File: src/rtl/strobe_counter_bank.sv
// strobe_counter_bank
// CHANNELS independent WIDTH-bit tick counters. Each channel has its own
// period and periodic/one-shot mode, loaded through one shared write port,
// and produces a registered single-cycle strobe on every period-th tick.
// A write and a tick to the same channel in one cycle: the write wins.
//
// Optional feature macro: STROBE_COUNTER_BANK_PRESCALE_EN
//   defined   -> a shared prescaler gates all channel ticks to once every
//                PRESCALE cycles
//   undefined -> every cycle is a global tick; PRESCALE is ignored
module strobe_counter_bank #(
    parameter int CHANNELS = 4,
    parameter int WIDTH    = 8,
    parameter int CH_BITS  = 2,
    parameter int PRESCALE = 4
) (
    input  logic                clk,
    input  logic                rst,
    input  logic [CHANNELS-1:0] en,
    input  logic                wr_en,
    input  logic [CH_BITS-1:0]  wr_ch,
    input  logic [WIDTH-1:0]    wr_period,
    input  logic                wr_oneshot,
    output logic [CHANNELS-1:0] strobe,
    output logic [CHANNELS-1:0] armed
);

    // Per-channel state
    logic [WIDTH-1:0]    count_r   [CHANNELS];
    logic [WIDTH-1:0]    period_r  [CHANNELS];
    logic [CHANNELS-1:0] oneshot_r;
    logic [CHANNELS-1:0] armed_r;
    logic [CHANNELS-1:0] strobe_r;

    // Next-state values
    logic [WIDTH-1:0]    count_nx_s  [CHANNELS];
    logic [WIDTH-1:0]    period_nx_s [CHANNELS];
    logic [CHANNELS-1:0] oneshot_nx_s;
    logic [CHANNELS-1:0] armed_nx_s;
    logic [CHANNELS-1:0] strobe_nx_s;

    logic [CHANNELS-1:0] wr_sel_s;
    logic                gtick_s;

`ifdef STROBE_COUNTER_BANK_PRESCALE_EN
    localparam int PS_W = (PRESCALE > 1) ? $clog2(PRESCALE) : 1;

    logic [PS_W-1:0] ps_cnt_r;

    // Global tick fires on the last prescaler state
    always_comb begin
        gtick_s = (ps_cnt_r == PS_W'(PRESCALE - 1));
    end

    // Free-running prescaler 0..PRESCALE-1
    always_ff @(posedge clk or posedge rst) begin
        if (rst) begin
            ps_cnt_r <= '0;
        end else if (gtick_s) begin
            ps_cnt_r <= '0;
        end else begin
            ps_cnt_r <= ps_cnt_r + PS_W'(1);
        end
    end
`else
    // Prescaler compiled out: every cycle is a global tick
    always_comb begin
        gtick_s = 1'b1;
    end
`endif

    // Decode the write port; out-of-range channel numbers match nothing
    always_comb begin
        wr_sel_s = '0;
        for (int i = 0; i < CHANNELS; i++) begin
            if (wr_en && ({1'b0, wr_ch} == (CH_BITS + 1)'(i))) begin
                wr_sel_s[i] = 1'b1;
            end else begin
                wr_sel_s[i] = 1'b0;
            end
        end
    end

    // Per-channel next state: write beats tick, tick advances or completes
    always_comb begin
        oneshot_nx_s = oneshot_r;
        armed_nx_s   = armed_r;
        strobe_nx_s  = '0;
        for (int i = 0; i < CHANNELS; i++) begin
            count_nx_s[i]  = count_r[i];
            period_nx_s[i] = period_r[i];
            if (wr_sel_s[i]) begin
                period_nx_s[i]  = wr_period;
                oneshot_nx_s[i] = wr_oneshot;
                count_nx_s[i]   = WIDTH'(1);
                armed_nx_s[i]   = (wr_period != '0);
            end else if (en[i] && armed_r[i] && gtick_s) begin
                if (count_r[i] == period_r[i]) begin
                    strobe_nx_s[i] = 1'b1;
                    count_nx_s[i]  = WIDTH'(1);
                    if (oneshot_r[i]) begin
                        armed_nx_s[i] = 1'b0;
                    end else begin
                        armed_nx_s[i] = armed_r[i];
                    end
                end else begin
                    count_nx_s[i] = count_r[i] + WIDTH'(1);
                end
            end else begin
                count_nx_s[i] = count_r[i];
            end
        end
    end

    // Channel state and output registers
    always_ff @(posedge clk or posedge rst) begin
        if (rst) begin
            for (int i = 0; i < CHANNELS; i++) begin
                count_r[i]  <= WIDTH'(1);
                period_r[i] <= '0;
            end
            oneshot_r <= '0;
            armed_r   <= '0;
            strobe_r  <= '0;
        end else begin
            for (int i = 0; i < CHANNELS; i++) begin
                count_r[i]  <= count_nx_s[i];
                period_r[i] <= period_nx_s[i];
            end
            oneshot_r <= oneshot_nx_s;
            armed_r   <= armed_nx_s;
            strobe_r  <= strobe_nx_s;
        end
    end

    assign strobe = strobe_r;
    assign armed  = armed_r;

endmodule
File: config.mk
export PLATFORM = sky130hd
export DESIGN_NAME = strobe_counter_bank
export DESIGN_NICKNAME = d
export VERILOG_FILES = /design/src/rtl/strobe_counter_bank.sv
export SDC_FILE = /design/constraint.sdc
export NUM_CORES = 1
export LEC_CHECK = 0
export CAP_MARGIN = 10
export CORE_MARGIN = 2
export CORE_UTILIZATION = 44
export CTS_CLUSTER_DIAMETER = 60
export DETAILED_ROUTE_END_ITERATION = 6
export PLACE_DENSITY = 0.58
export SETUP_SLACK_MARGIN = 0.15
export SLEW_MARGIN = 20
export SYNTH_ARGS = -nofsm -noshare
export SYNTH_HDL_FRONTEND = slang
export SYNTH_SLANG_ARGS = --single-unit
File: constraint.sdc
create_clock -name clk -period 4.5 [get_ports clk]
set_clock_uncertainty 0.05 [all_clocks]
set_input_delay 1.35 -clock clk [delete_from_list [all_inputs] [get_ports clk]]
set_output_delay 1.35 -clock clk [all_outputs]
set_load 0.03 [all_outputs]
# After elaboration in Yosys (flattened, before gate mapping)
# Index checks and enable logic that the tools add are counted.
dict set report op_classes {
  addsub 4
  eq_ne 7
  n_mux 44
  reduce_logical 26
}
# operator n
set ops {}
lappend ops {{8-bit two-way mux} 12}
lappend ops {{8-bit by 1-bit adder with 8-bit output, second input constant} 4}
lappend ops {{8-bit == test} 4}
lappend ops {{1-bit two-way mux} 32}
lappend ops {{2-bit nonzero test} 12}
lappend ops {{3-bit AND reduction} 4}
lappend ops {{1-bit logical AND} 8}
lappend ops {{8-bit nonzero test} 1}
lappend ops {{2-bit == test, second input constant} 2}
lappend ops {{2-bit by 1-bit == test with 1-bit output, second input constant} 1}
lappend ops {{2-bit logical NOT} 1}
dict set report totals {
  register_bits 76
  in_bits 18
  out_inout_bits 8
}

# Depth between registers and ports, before layout
# Gate-level depths: netlist of run 1.
dict set report logic_depth {
  ltp_word 5
  ltp_mapped 6
  depth_no_buf 5
}

# Worst setup path after synthesis of run 1
# Ideal clock, no wire load.
dict set report synth_path {
  path_kind {input-to-reg}
  from {in wr_ch[1]}
  to {reg count_r[29] in the netlist's numbering}
  setup_time_ns 0.101
  arrival_ns 2.270
  required_ns 4.349
  setup_slack_ns 2.079
  stages 5
  cell_sequence {or3b_1 > buf_6 > nand2_4 > nand3_4 > o311ai_2}
}
dict set report synth_via {
  elab_chain_cells 4
  word_cells_on_any_way 5
  cone_classes {mux (2); reduce/logical (3)}
}
# element line
set synth_rtl {}
lappend synth_rtl {{from (decl)} 21} ;# input logic [CH_BITS-1:0] wr_ch,
lappend synth_rtl {{2-bit logical NOT *} 76} ;# if (wr_en && ({1'b0, wr_ch} == (CH_BITS + 1)'(i))) begin
lappend synth_rtl {{1-bit logical AND *} 76}
lappend synth_rtl {{1-bit two-way mux *} 76}
lappend synth_rtl {{8-bit two-way mux / 2-bit nonzero test (equally long branches)} -}
lappend synth_rtl {{to (signal, indexed assignment)} 127} ;# count_r[i] <= count_nx_s[i];
lappend synth_rtl {{to (decl)} 29} ;# logic [WIDTH-1:0] count_r [CHANNELS];
# Mark *: on every way between the ends. The rest lies on a longest branch, timed or not.
# A chain may end at the register's enable or synchronous reset.

# Final worst setup path of run 1
dict set report layout_path {
  from {in wr_en}
  to {reg count_r[30] in the netlist's numbering}
}
dict set report layout_via {
  elab_chain_cells 3
  word_cells_on_any_way 4
  cone_classes {mux (2); reduce/logical (2)}
}
# element line
set layout_rtl {}
lappend layout_rtl {{from (decl)} 20} ;# input logic wr_en,
lappend layout_rtl {{1-bit logical AND *} 76}
lappend layout_rtl {{1-bit two-way mux *} 76}
lappend layout_rtl {{8-bit two-way mux / 2-bit nonzero test (equally long branches)} -}
# Marks and branches as above.

==> metrics.cfg, run 1 <==
[sta]
fin_crit_sh=0.6783
setup-violations-final=0
tns_ns=0
tightestPinTransition_ns=0.6927
slew_headroom=0.5382
finalCriticalPeriod_ns=3.052
worst_slack_ns=1.448
rsz0062_at_grt=no
max_freq_ghz=0.3276
hold_viol=0
slew_violations=0

[clock_tree]
holdBufCountCts=0
clockBufferDepth=2
cts_setup_buffers=0
root_buffer=clkbuf_8
cts_buffers=9
cts.clk_slew.worst_paths_ns=0.08
cts_resized=0
clk_latency_ns=0.35
cts_tree=built
cts_htree_levels=3
cts.sinks=76

[flow_run]
maxCapViolations=0

[outcome]
status=completed

[synth]
syn-num-nets=395
yosys_most_used_dff=dfrtp_1
ys_seq_area_frac=0.5056
synth_edf_count=0
syn_area_um2=3771
synthArstFlopShare=1.000
ys_ff_latch=76
syn_avg_cell_area_um2=10.11
ys_warn_count=0
ys_types=45
synthCells=373

[worst_setup_path]
path_max_fanout=18
worstSetupStartpoint=wr_en
cp_cell_sequence=clkdlybuf4s50_1 > or3b_1 > nand2_4 > nand3_4 > o311ai_2
cpPeakStageDelay_ns=0.69
critPathRequiredTime_ns=4.69
arrival_ns=3.24
r2r_cells=5
r2r_setup_slack_ns=2.71
endpoint_kind=register
start_kind=input port
reg2reg_to=count_r[12]$_DFFE_PP0P_
critPathKind=in2reg
slowest_stage=or3b_1
reg2reg_from=count_r[8]$_DFFE_PP1P_

[floorplan]
start_util=0.4567
die_w_um=96.58
rows=33
fp.dieH_um=96.58
coreArea_um2=8258
dieArea_um2=9328
num_io_pins=26

[grt]
grt_overflow=0
grt_antenna_before_repair=0
grt_pass1_wl_um=12990
grt_max_degree=29
grt_use_total=0.1850
grt_pass1_vias=2635

[power]
p_leak_nw=1.927
peakVddDrop_uv=249.7
p_per_area_nw_per_um2=444.5

[routing]
via_per_inst=5.207
drc=0
first_pass_iters=4
routed_wl_um=7553
antenna_left=0
drt_iter0_drc=95
wire_per_inst_um=14.75
vias=2666

[placed_design]
place_area_um2=4120
io_buffers=25
hpwl_um=5306
pre_cts_slack_ns=1.117
dp_cells=497
routabilityCongestion=0.8388

[cells_and_area]
area_growth_pct=14.30
final_cell_mix=87 x nand2_1, 72 x dfrtp_1, 25 x clkdlybuf4s50_1, 24 x xor2_1
num_antenna_cells=0
fin_nets=425
layout.cells.non_filler=512
final_common_cell=nand2_1
drive_above_1_share=0.1302
fin_area_um2=4310

[worst_hold_path]
min_path_type=reg2reg
hold_start=oneshot_r[2]$_DFFE_PP0P_
min_to=armed[2]$_DFFE_PP0P_
hold_depth=1

==> metrics by stage <==
stage | utilization | total power [W] | hold slack, ns
floorplan | - | 0.001290 | 0.3738
global placement | 0.4989 | 0.001412 | 0.3878
detailed placement | 0.4989 | 0.001421 | 0.3928
CTS | 0.5220 | 0.001938 | 0.4038
global route | 0.5220 | 0.002048 | 0.4340
finish | 0.5220 | 0.001916 | 0.3998
==> cell families after synthesis <==
kind of cell    after synthesis  share of synthesized area
buf+inv                      16                    0.02157
simple gates                172                     0.2180
flops                        76                     0.5056
fa+ha+maj                     4                    0.01327
mux                          20                    0.05906
compound gates               39                    0.07565
xor+xnor                     46                     0.1068
==> Yosys cell counts (2+ instances only) <==
cell type,instances,share of area
dfrtp_1,72,0.48
and3_1,6,0.010
a31oi_1,5,0.0083
or2_2,2,0.0033
xor2_1,24,0.056
nor2_1,22,0.022
and2_1,7,0.012
o21a_1,3,0.0060
dfstp_2,4,0.028
a21oi_1,4,0.0053
or3_1,2,0.0033
xnor2_1,22,0.051
o22ai_1,2,0.0033
nand4_1,13,0.022
a21o_1,2,0.0040
nand2_1,87,0.087
ha_1,4,0.013
nor4_1,7,0.012
o21ai_0,9,0.012
a21boi_0,2,0.0040
a22o_1,2,0.0046
buf_2,5,0.0066
nor3_1,7,0.0093
o311ai_2,3,0.013
buf_6,2,0.0060
a21oi_2,2,0.0046
and4_1,2,0.0046
nand3_1,8,0.011
mux2_2,18,0.054
mux2i_1,2,0.0053
inv_1,7,0.0070
o21ai_1,2,0.0027
clkbuf_1,2,0.0020
==> area by class of cell <==
class | count | area (µm²)
Clock buffer | 10 | 137.6
Clock inverter | 5 | 52.55
Fill cell | 766 | 3948
Inverter | 7 | 26.28
Multi-Input combinational cell | 281 | 1783
Sequential cell | 76 | 1907
Tap cell | 105 | 131.4
Timing Repair Buffer | 28 | 272.8
==> sequential cells by signal, indices dropped and copies added, names as in the netlist <==
name / flops
armed: 4
oneshot_r: 4
strobe: 4
period_r: 32
count_r: 32
==> metal layers <==
layer / global-route usage / wire length [µm] / vias to the layer above
met3: 0.05120 / 232 / 4
met1: 0.2407 / 3641 / 1300
met4: 0.05986 / 68 / 0
li1: - / - / 1331
met2: 0.3003 / 3610 / 31
met5: 0 / 0 / -
==> power breakdown <==
part | total [W] | internal (W) | switching [W]
Clock | 0.000511 | 0.000265 | 0.000245
Combinational | 0.000436 | 0.000220 | 0.000216
Sequential | 0.000969 | 0.000822 | 0.000148
Total | 0.00192 | 0.00131 | 0.000609
==> worst max-delay path by stage <==
| stage | to | slack [ns] |
|---|---|---|
| 2_1_floorplan | armed[0]$_DFFE_PP0P_ | 1.17 |
| 3_3_place_gp | count_r[30]$_DFFE_PP0P_ | 1.17 |
| 3_5_place_dp | count_r[30]$_DFFE_PP0P_ | 1.12 |
| 4_1_cts | count_r[30]$_DFFE_PP0P_ | 1.47 |
| 5_1_grt | count_r[14]$_DFFE_PP0P_ | 1.31 |
| 6_report | count_r[30]$_DFFE_PP0P_ | 1.45 |
==> worst max-delay path, delay by kind of cell <==
kind / cells / cell delay [ns]
compound gates: 1 / 0.32
buf+inv: 1 / 0.59
simple gates: 3 / 0.98
No activity file was read; power rests on OpenSTA's default activity.
==> run 2: changes to the inputs <==
==> constraint.sdc (replaced) <==
create_clock -name clk -period 2.9 [get_ports clk]
set_clock_uncertainty 0.05 [all_clocks]
set_input_delay 0.87 -clock clk [delete_from_list [all_inputs] [get_ports clk]]
set_output_delay 0.87 -clock clk [all_outputs]
set_load 0.03 [all_outputs]
==> run 2 against run 1 <==
Total power rose by 55%; routed wire length rose by 4.0%; global-route usage grew 0.37 points; non-clock buffer count up 11; sequential cell count unchanged; die area is the same; critical path depth down 4; cell count grew 2.1%; critical path type is now reg2out; largest power group unchanged.
==> metrics.cfg, run 2 (synthesis gave the netlist of run 1 again) <==
[routing]
vias=2723
drt_iter0_drc=89
routed_wl_um=7858
drc=0
via_per_inst=5.207
antenna_left=0
wire_per_inst_um=15.02
first_pass_iters=4

[grt]
grt_pass1_wl_um=13250
grt_overflow=0
grt_use_total=0.1887
grt_antenna_before_repair=0
grt_pass1_vias=2669
grt_max_degree=28

[sta]
slew_violations=0
hold_viol=0
max_freq_ghz=0.4064
rsz0062_at_grt=no
fin_crit_sh=0.8484
tns_ns=0
setup-violations-final=0
tightestPinTransition_ns=0.5244
slew_headroom=0.6497
finalCriticalPeriod_ns=2.460

[floorplan]
coreArea_um2=8258
fp.dieH_um=96.58
dieArea_um2=9328
rows=33
num_io_pins=26
die_w_um=96.58
start_util=0.4567

[worst_setup_path]
cpPeakStageDelay_ns=0.72
endpoint_kind=primary output
path_max_fanout=6
slowest_stage=clkdlybuf4s50_1
cp_cell_sequence=clkdlybuf4s50_1
crit_family=buffers and inverters
worst-path-buf-inv=1
reg2reg_from=count_r[16]$_DFFE_PP1P_
critPathKind=reg2out
r2r_setup_slack_ns=1.10
r2r_cells=5
arrival_ns=1.54
reg2reg_to=count_r[19]$_DFFE_PP0P_
start_kind=register
critPathRequiredTime_ns=1.98

[flow_run]
maxCapViolations=0

[power]
p_per_area_nw_per_um2=676.5
p_leak_nw=1.968
peakVddDrop_uv=314.4
p_total_w=0.002978

[worst_hold_path]
hold_start=oneshot_r[2]$_DFFE_PP0P_
hold_depth=1
min_path_type=reg2reg
min_to=armed[2]$_DFFE_PP0P_

[cells_and_area]
drive_above_1_share=0.1507
seqCellArea_um2=1907
fillers=754
final_cell_mix=87 x nand2_1, 72 x dfrtp_1, 25 x clkdlybuf4s50_1, 24 x xor2_1
area_growth_pct=16.72
num_antenna_cells=0
fin_nets=436
final_common_cell=nand2_1
reg_top3=count_r: 32 flops, period_r: 32 flops
multi_input_area_um2=1783

[clock_tree]
root_buffer=clkbuf_8
cts.sinks=76
cts.clk_slew.worst_paths_ns=0.08
cts_tree=built
cts_setup_buffers=0
clk_latency_ns=0.35
cts_buffers=9
cts_htree_levels=3
cts_resized=0
clockBufferDepth=2
holdBufCountCts=0

[placed_design]
io_buffers=25
hpwl_um=5717
routabilityCongestion=0.7882

[outcome]
status=completed

## run 2: power by group
| group | total, W | internal, W | leakage (nW) | switching, W |
|---|---|---|---|---|
| logic | 0.000702 | 0.000353 | 0.936 | 0.000349 |
| registers | 0.00150 | 0.00127 | 0.944 | 0.000229 |
| clock network | 0.000772 | 0.000390 | 0.0881 | 0.000382 |
| total | 0.00298 | 0.00202 | 1.97 | 0.000960 |
## run 2: stage by stage
step                setup slack, ns  utilization  cells  hold WS, ns  instance area [µm²]
floorplan                    0.9594            -    373       0.3738                 3775
global placement             0.3393       0.5109    508       0.3891                 4219
detailed placement           0.2972       0.5109    508       0.3880                 4219
CTS                          0.4129       0.5330    523       0.3986                 4402
global route                 0.3978       0.5330    523       0.4307                 4402
finish                       0.4396       0.5330    523       0.3960                 4402
## run 2: layout make-up
cell class                      instances  share of cell area
Inverter                                7            0.006822
Clock buffer                           10             0.02899
Sequential cell                        76              0.4332
Clock inverter                          5             0.01251
Tap cell                              105             0.02985
Timing Repair Buffer                   39             0.08357
Multi-Input combinational cell        281              0.4051
## run 2: routing by layer
metal  wire (µm)  share of wire  track usage  up-vias
li1            -              -            -     1362
met1        3800           0.48       0.2559     1326
met2        3766           0.48       0.3056       28
met3         203          0.026      0.04500        7
met4          87          0.011      0.04930        0
met5           0              0            0        -
## run 2: worst max path at each step
| stage | from | cells past startpoint | endpoint | slack (ns) |
|---|---|---|---|---|
| floorplan | wr_ch[1] | 5 | count_r[29]$_DFFE_PP0P_ | 0.96 |
| global placement | wr_ch[1] | 6 | count_r[5]$_DFFE_PP0P_ | 0.34 |
| detailed placement | wr_en | 5 | count_r[29]$_DFFE_PP0P_ | 0.30 |
| CTS | armed[3]$_DFFE_PP0P_ | 1 | armed[3] | 0.41 |
| global route | armed[3]$_DFFE_PP0P_ | 1 | armed[3] | 0.40 |
| finish | armed[3]$_DFFE_PP0P_ | 1 | armed[3] | 0.44 |
